$ cat src/rtl/rsa_pkg.sv
// Shared types for the RSA job controller: FSM states, job record and operand widths.
package rsa_pkg;

  localparam int unsigned RSA_W     = 32;
  localparam int unsigned RSA_LEN_W = 8;

  typedef enum logic [2:0] {
    StIdle,
    StCheck,
    StStart,
    StWait,
    StDone
  } rsa_state_e;

  typedef struct packed {
    logic [RSA_LEN_W-1:0] len;
    logic [RSA_W-1:0]     base;
    logic [RSA_W-1:0]     exp;
    logic [RSA_W-1:0]     mod;
  } rsa_job_t;

  // Montgomery reduction needs an odd modulus; length must fit the datapath.
  function automatic logic job_invalid(input rsa_job_t job);
    return (job.len == '0) || (job.len > RSA_LEN_W'(RSA_W)) || !job.mod[0];
  endfunction

endpackage

$ cat src/rtl/rsa_job_fifo.sv
// Two-entry synchronous job FIFO; a pop frees a slot for a push in the same cycle.
module rsa_job_fifo
  import rsa_pkg::*;
(
  input  logic     clk,
  input  logic     rstn,
  input  logic     push_i,
  input  rsa_job_t wdata_i,
  input  logic     pop_i,
  output rsa_job_t rdata_o,
  output logic     full_o,
  output logic     empty_o
);

  rsa_job_t   mem_q [2];
  logic       wr_ptr_q, rd_ptr_q;
  logic [1:0] cnt_q;
  logic       do_push, do_pop;

  assign do_pop  = pop_i && (cnt_q != 2'd0);
  assign do_push = push_i && ((cnt_q != 2'd2) || do_pop);

  always_ff @(posedge clk or negedge rstn) begin
    if (!rstn) begin
      mem_q[0] <= '0;
      mem_q[1] <= '0;
      wr_ptr_q <= 1'b0;
      rd_ptr_q <= 1'b0;
      cnt_q    <= 2'd0;
    end else begin
      if (do_push) begin
        mem_q[wr_ptr_q] <= wdata_i;
        wr_ptr_q        <= ~wr_ptr_q;
      end
      if (do_pop) begin
        rd_ptr_q <= ~rd_ptr_q;
      end
      cnt_q <= cnt_q + {1'b0, do_push} - {1'b0, do_pop};
    end
  end

  assign rdata_o = mem_q[rd_ptr_q];
  assign full_o  = (cnt_q == 2'd2);
  assign empty_o = (cnt_q == 2'd0);

endmodule

$ cat src/rtl/rsa_job_ctrl.sv
// Issues buffered RSA jobs to the mod_exp engine and returns results in order.
// Define RSA_CTRL_TIMEOUT_EN to add an engine watchdog of TIMEOUT_CYCLES cycles.
module rsa_job_ctrl
  import rsa_pkg::*;
#(
  parameter int unsigned TIMEOUT_CYCLES = 1024
) (
  input  logic                 clk,
  input  logic                 rstn,
  input  logic                 in_valid,
  output logic                 in_ready,
  input  logic [RSA_LEN_W-1:0] in_len,
  input  logic [RSA_W-1:0]     in_base,
  input  logic [RSA_W-1:0]     in_exp,
  input  logic [RSA_W-1:0]     in_mod,
  output logic                 out_valid,
  input  logic                 out_ready,
  output logic [RSA_W-1:0]     out_data,
  output logic                 out_err,
  output logic                 md_start,
  output logic [RSA_LEN_W-1:0] len,
  output logic [RSA_W-1:0]     num_a,
  output logic [RSA_W-1:0]     num_b,
  output logic [RSA_W-1:0]     modulus,
  input  logic [RSA_W-1:0]     mm_2_out,
  input  logic                 mm_2_end
);

  rsa_state_e       state_q, state_d;
  rsa_job_t         job_q, fifo_rdata, fifo_wdata;
  logic [RSA_W-1:0] result_q, result_d;
  logic             err_q, err_d;
  logic             fifo_full, fifo_empty, fifo_push, fifo_pop;

  assign fifo_wdata = '{len: in_len, base: in_base, exp: in_exp, mod: in_mod};
  assign in_ready   = !fifo_full;
  assign fifo_push  = in_valid && in_ready;

  rsa_job_fifo u_fifo (
    .clk     (clk),
    .rstn    (rstn),
    .push_i  (fifo_push),
    .wdata_i (fifo_wdata),
    .pop_i   (fifo_pop),
    .rdata_o (fifo_rdata),
    .full_o  (fifo_full),
    .empty_o (fifo_empty)
  );

`ifdef RSA_CTRL_TIMEOUT_EN
  logic [15:0] wd_q;
  logic        wd_hit;

  assign wd_hit = (wd_q == 16'(TIMEOUT_CYCLES - 1));

  always_ff @(posedge clk or negedge rstn) begin
    if (!rstn) begin
      wd_q <= '0;
    end else if (state_q == StStart) begin
      wd_q <= '0;
    end else if (state_q == StWait) begin
      wd_q <= wd_q + 16'd1;
    end
  end
`else
  logic unused_cfg;
  assign unused_cfg = ^TIMEOUT_CYCLES;
`endif

  always_comb begin
    state_d   = state_q;
    result_d  = result_q;
    err_d     = err_q;
    fifo_pop  = 1'b0;
    md_start  = 1'b0;
    out_valid = 1'b0;
    unique case (state_q)
      StIdle: begin
        if (!fifo_empty) begin
          fifo_pop = 1'b1;
          state_d  = StCheck;
        end
      end
      StCheck: begin
        if (job_invalid(job_q)) begin
          result_d = '0;
          err_d    = 1'b1;
          state_d  = StDone;
        end else begin
          state_d = StStart;
        end
      end
      StStart: begin
        md_start = 1'b1;
        state_d  = StWait;
      end
      StWait: begin
        // A completion in the same cycle as the watchdog expiry takes precedence.
        if (mm_2_end) begin
          result_d = mm_2_out;
          err_d    = 1'b0;
          state_d  = StDone;
        end
`ifdef RSA_CTRL_TIMEOUT_EN
        else if (wd_hit) begin
          result_d = '0;
          err_d    = 1'b1;
          state_d  = StDone;
        end
`endif
      end
      StDone: begin
        out_valid = 1'b1;
        if (out_ready) begin
          state_d = StIdle;
        end
      end
      default: state_d = StIdle;
    endcase
  end

  always_ff @(posedge clk or negedge rstn) begin
    if (!rstn) begin
      state_q  <= StIdle;
      job_q    <= '0;
      result_q <= '0;
      err_q    <= 1'b0;
    end else begin
      state_q  <= state_d;
      result_q <= result_d;
      err_q    <= err_d;
      if (fifo_pop) begin
        job_q <= fifo_rdata;
      end
    end
  end

  assign out_data = result_q;
  assign out_err  = err_q;
  assign len      = job_q.len;
  assign num_a    = job_q.base;
  assign num_b    = job_q.exp;
  assign modulus  = job_q.mod;

endmodule

$ cat config.mk
export PLATFORM = sky130hd
export DESIGN_NAME = rsa_job_ctrl
export DESIGN_NICKNAME = d
export VERILOG_FILES = /design/src/rtl/rsa_pkg.sv /design/src/rtl/rsa_job_fifo.sv /design/src/rtl/rsa_job_ctrl.sv
export SDC_FILE = /design/constraint.sdc
export NUM_CORES = 1
export LEC_CHECK = 0
export CAP_MARGIN = 20
export CORE_MARGIN = 5
export CORE_UTILIZATION = 37
export CTS_CLUSTER_SIZE = 30
export DETAILED_ROUTE_END_ITERATION = 8
export GPL_TIMING_DRIVEN = 0
export SYNTH_ARGS = -nofsm -noshare
export SYNTH_HDL_FRONTEND = slang
export SYNTH_HIERARCHICAL = 1
export SYNTH_SLANG_ARGS = --single-unit
export TNS_END_PERCENT = 1
$ cat constraint.sdc
create_clock -name clk -period 3.1 [get_ports clk]
set_clock_uncertainty 0.1 [all_clocks]
set_input_delay 0.31 -clock clk [delete_from_list [all_inputs] [get_ports clk]]
set_output_delay 0.31 -clock clk [all_outputs]
set_load 0.03 [all_outputs]
==> results_dict.tcl <==
set metrics [dict create \
    reg2reg_from "state_q[2]$_DFFE_PN0P_" \
    antenna_found_initial 8 \
    slew_headroom 0.3940 \
    yosys.cell_count.top_type "dfrtp_1" \
    crit_start "state_q[2]$_DFFE_PN0P_" \
    clockBufferDepth 3 \
    sw_frac_of_total 0.3343 \
    finalSetupViolations 0 \
    max-cap-violations 0 \
    hold_viol 0 \
    crit_required_ps 3410 \
    synth_flop_cell "dfrtp_1" \
    critPathMaxFanout 20 \
    clkPwrFrac 0.196 \
    syn_to_final_growth_pct 32.64 \
    clkSinkCount 352 \
    synth.distinct_cells 33 \
    die-area_sq_um 44380 \
    fmax_mhz 352.5 \
    dp.final_hpwl_mm 25.78 \
    h-tree-depth 2 \
    total_power_mw 24.06 \
    cpLargestDelayFamily "buffers and inverters" \
    start_util 0.3741 \
    grt_pass1_wl_mm 57.92 \
    rr_endpoint "u_fifo/mem_q[171]$_DFFE_PN0P_" \
    fillCellCount 3466 \
    io_buffers 280 \
    startpoint_type "flip-flop" \
    power_report.internal_total_mw 16.02 \
    wl_mm 37.03 \
    synth.cell_area_sq_um 14900 \
    vdd_drop_max_uv 562.2 \
    arrival_ps 3150 \
    fp-row-count 73 \
    synth_top_area_frac 0.5912 \
    cts-buffers-inserted 40 \
    cts_tree "done" \
    crit_top_cell "buf_6" \
    core_sq_um 39820 \
    timing.final.crit_share 0.9152 \
    yosysWarnings 6 \
    power_frac_comb 0.468 \
    track_usage 0.1659 \
    wl_per_cell_microns 20.85 \
    viasPerCell 4.850 \
    finalNetCount 1370 \
    first_pass_iters 6 \
    synthTopCellsByArea "dfrtp_1, mux2_2, mux2_4" \
    synth_fp_nets 1044 \
    io_pins 281 \
    status "finished, final reports clean" \
    path_clk_slew_ps 50 \
    p_switching_mw 8.046 \
    synth_edf_count 0 \
    p_leak_nw 8.477 \
    seq_power_share 0.336 \
    ys_seq_area_frac 0.5912 \
    synthArstFlopShare 1.000 \
    cp_num_buf_inv 4 \
    slew_viol_final 0 \
    fp.dieH_microns 210.7 \
    slowest_delay_ps 450 \
    slowest_stage "dfrtp_1" \
    crit_path_cell_trace "nor4_4 -> buf_6 -> or3b_1 -> and3b_1 -> clkbuf_1 -> buf_6 -> buf_6 -> mux2_4" \
    gp_congestion 0.7434 \
    ys_seq_elements 352 \
    tightest_slew_ps 909.0 \
    final_antenna_net_count 0 \
    min_path_type "in -> async" \
    critical_path_class "reg -> reg" \
    clk_latency_ps 540 \
    powerDensity_nw_per_um2 1218 \
    gr-total-overflow 0 \
    grt_max_degree 118 \
    yosysTopAreaCell "dfrtp_1" \
    synthCells 901 \
    drive_above_1_share 0.4203 \
    period_needed_ps 2837 \
    rsz0062_at_grt "no" \
    cp-end-kind "flip-flop" \
    drtIter0Drc 294 \
    avgSynthCellArea_sq_um 16.54 \
    r2r_setup_slack_ps 260 \
    drc 0 \
    cts_root_buffer "clkbuf_16" \
    ys_top_cells_by_count "dfrtp_1, mux2_2, mux2_4, a22o_1, buf_2" \
    dieWidth_microns 210.7 \
    grt_pass1_vias 9657 \
    utilization 0.4962 \
    vias 8614 \
    reg2reg_depth 8 \
]
[layer usage]
metal  vias to the layer above  wire [microns]  track usage
li1                       3886               -            -
met1                      4448           16830       0.2275
met2                       208           16680       0.2553
met3                        60            2861      0.05837
met4                        12             581      0.03957
met5                         -              82            0
[cells by family after synthesis]
logic type / synth area share
AND/OR/NAND/NOR: 0.01176
flip-flops: 0.5912
AO/OA/AOI/OAI: 0.02234
adder cells (fa/ha/maj): 0.001679
multiplexers: 0.3439
buffers and inverters: 0.02671
XOR/XNOR: 0.002352
[registers in the layout, summed over array words and instances, names as in the netlist]
register,cells
len,8
u_fifo/wr_ptr_q,1
out_err,1
modulus,32
u_fifo/rd_ptr_q,1
num_a,32
out_data,32
num_b,32
state_q,3
u_fifo/mem_q,208
u_fifo/cnt_q,2
[placed cells by master (no fill, tap or decap), types with 14 or more instances in the layout]
master,count
clkdlybuf4s50_1,279
clkbuf_16,41
buf_6,18
clkbuf_1,14
dfrtp_1,352
mux2_2,295
mux2_4,120
buf_2,23
a22o_1,29
[layout make-up]
class	instances	area (sq um)	area share
Tap cell	525	656.9	0.03324
Inverter	6	22.52	0.001140
Buffer	53	374.1	0.01893
Timing Repair Buffer	285	2908	0.1472
Multi-Input combinational cell	489	5692	0.2880
Clock inverter	9	155.1	0.007852
Clock buffer	55	1139	0.05762
Sequential cell	352	8808	0.4458
Antenna cell	2	5.005	0.0002533
[how the worst max path moves through the flow]
| stage | endpoint | cells after the start |
|---|---|---|
| after global placement | num_b[8]$_DFFE_PN0P_ | 1 |
| after global routing | u_fifo/mem_q[171]$_DFFE_PN0P_ | 9 |
| after CTS | u_fifo/mem_q[171]$_DFFE_PN0P_ | 8 |
| final | u_fifo/mem_q[171]$_DFFE_PN0P_ | 8 |
| after detailed placement | u_fifo/mem_q[164]$_DFFE_PN0P_ | 10 |
| after floorplan | u_fifo/mem_q[100]$_DFFE_PN0P_ | 10 |
[power groups by stage]
stage | combinational, mW | sequential [mW] | clock [mW]
after floorplan | 6.47 | 9.37 | 0
after global placement | 11.3 | 8.10 | 0
final | 11.3 | 8.09 | 4.72
after detailed placement | 11.4 | 8.12 | 0
after CTS | 11.5 | 8.10 | 4.90
after global routing | 12.0 | 8.37 | 5.05
[stage by stage]
stage | instance area (sq um) | worst slack [ps] | instances | setup TNS (ps) | hold WS [ps]
2_1_floorplan | 14900 | 584.2 | 901 | 0 | -85.59
3_3_place_gp | 18360 | -14350 | 1706 | -5106250 | 367.7
3_5_place_dp | 18450 | -499.9 | 1709 | -71020 | 118.7
4_1_cts | 19750 | 80.16 | 1774 | 0 | 120.1
5_1_grt | 19760 | 23.95 | 1775 | 0 | 156.1
6_report | 19760 | 262.8 | 1776 | 0 | 148.5
[repair_timing]
action                                  4_1_cts  5_1_grt
gates cloned                                  0        0
pin swaps                                     1        0
buffers inserted                              1        0
hold endpoints to repair                     37        0
endpoints found under the setup margin      209       75
hold buffers                                  1        0
resized for setup                             0        1
No activity file was read; power rests on OpenSTA's default activity.
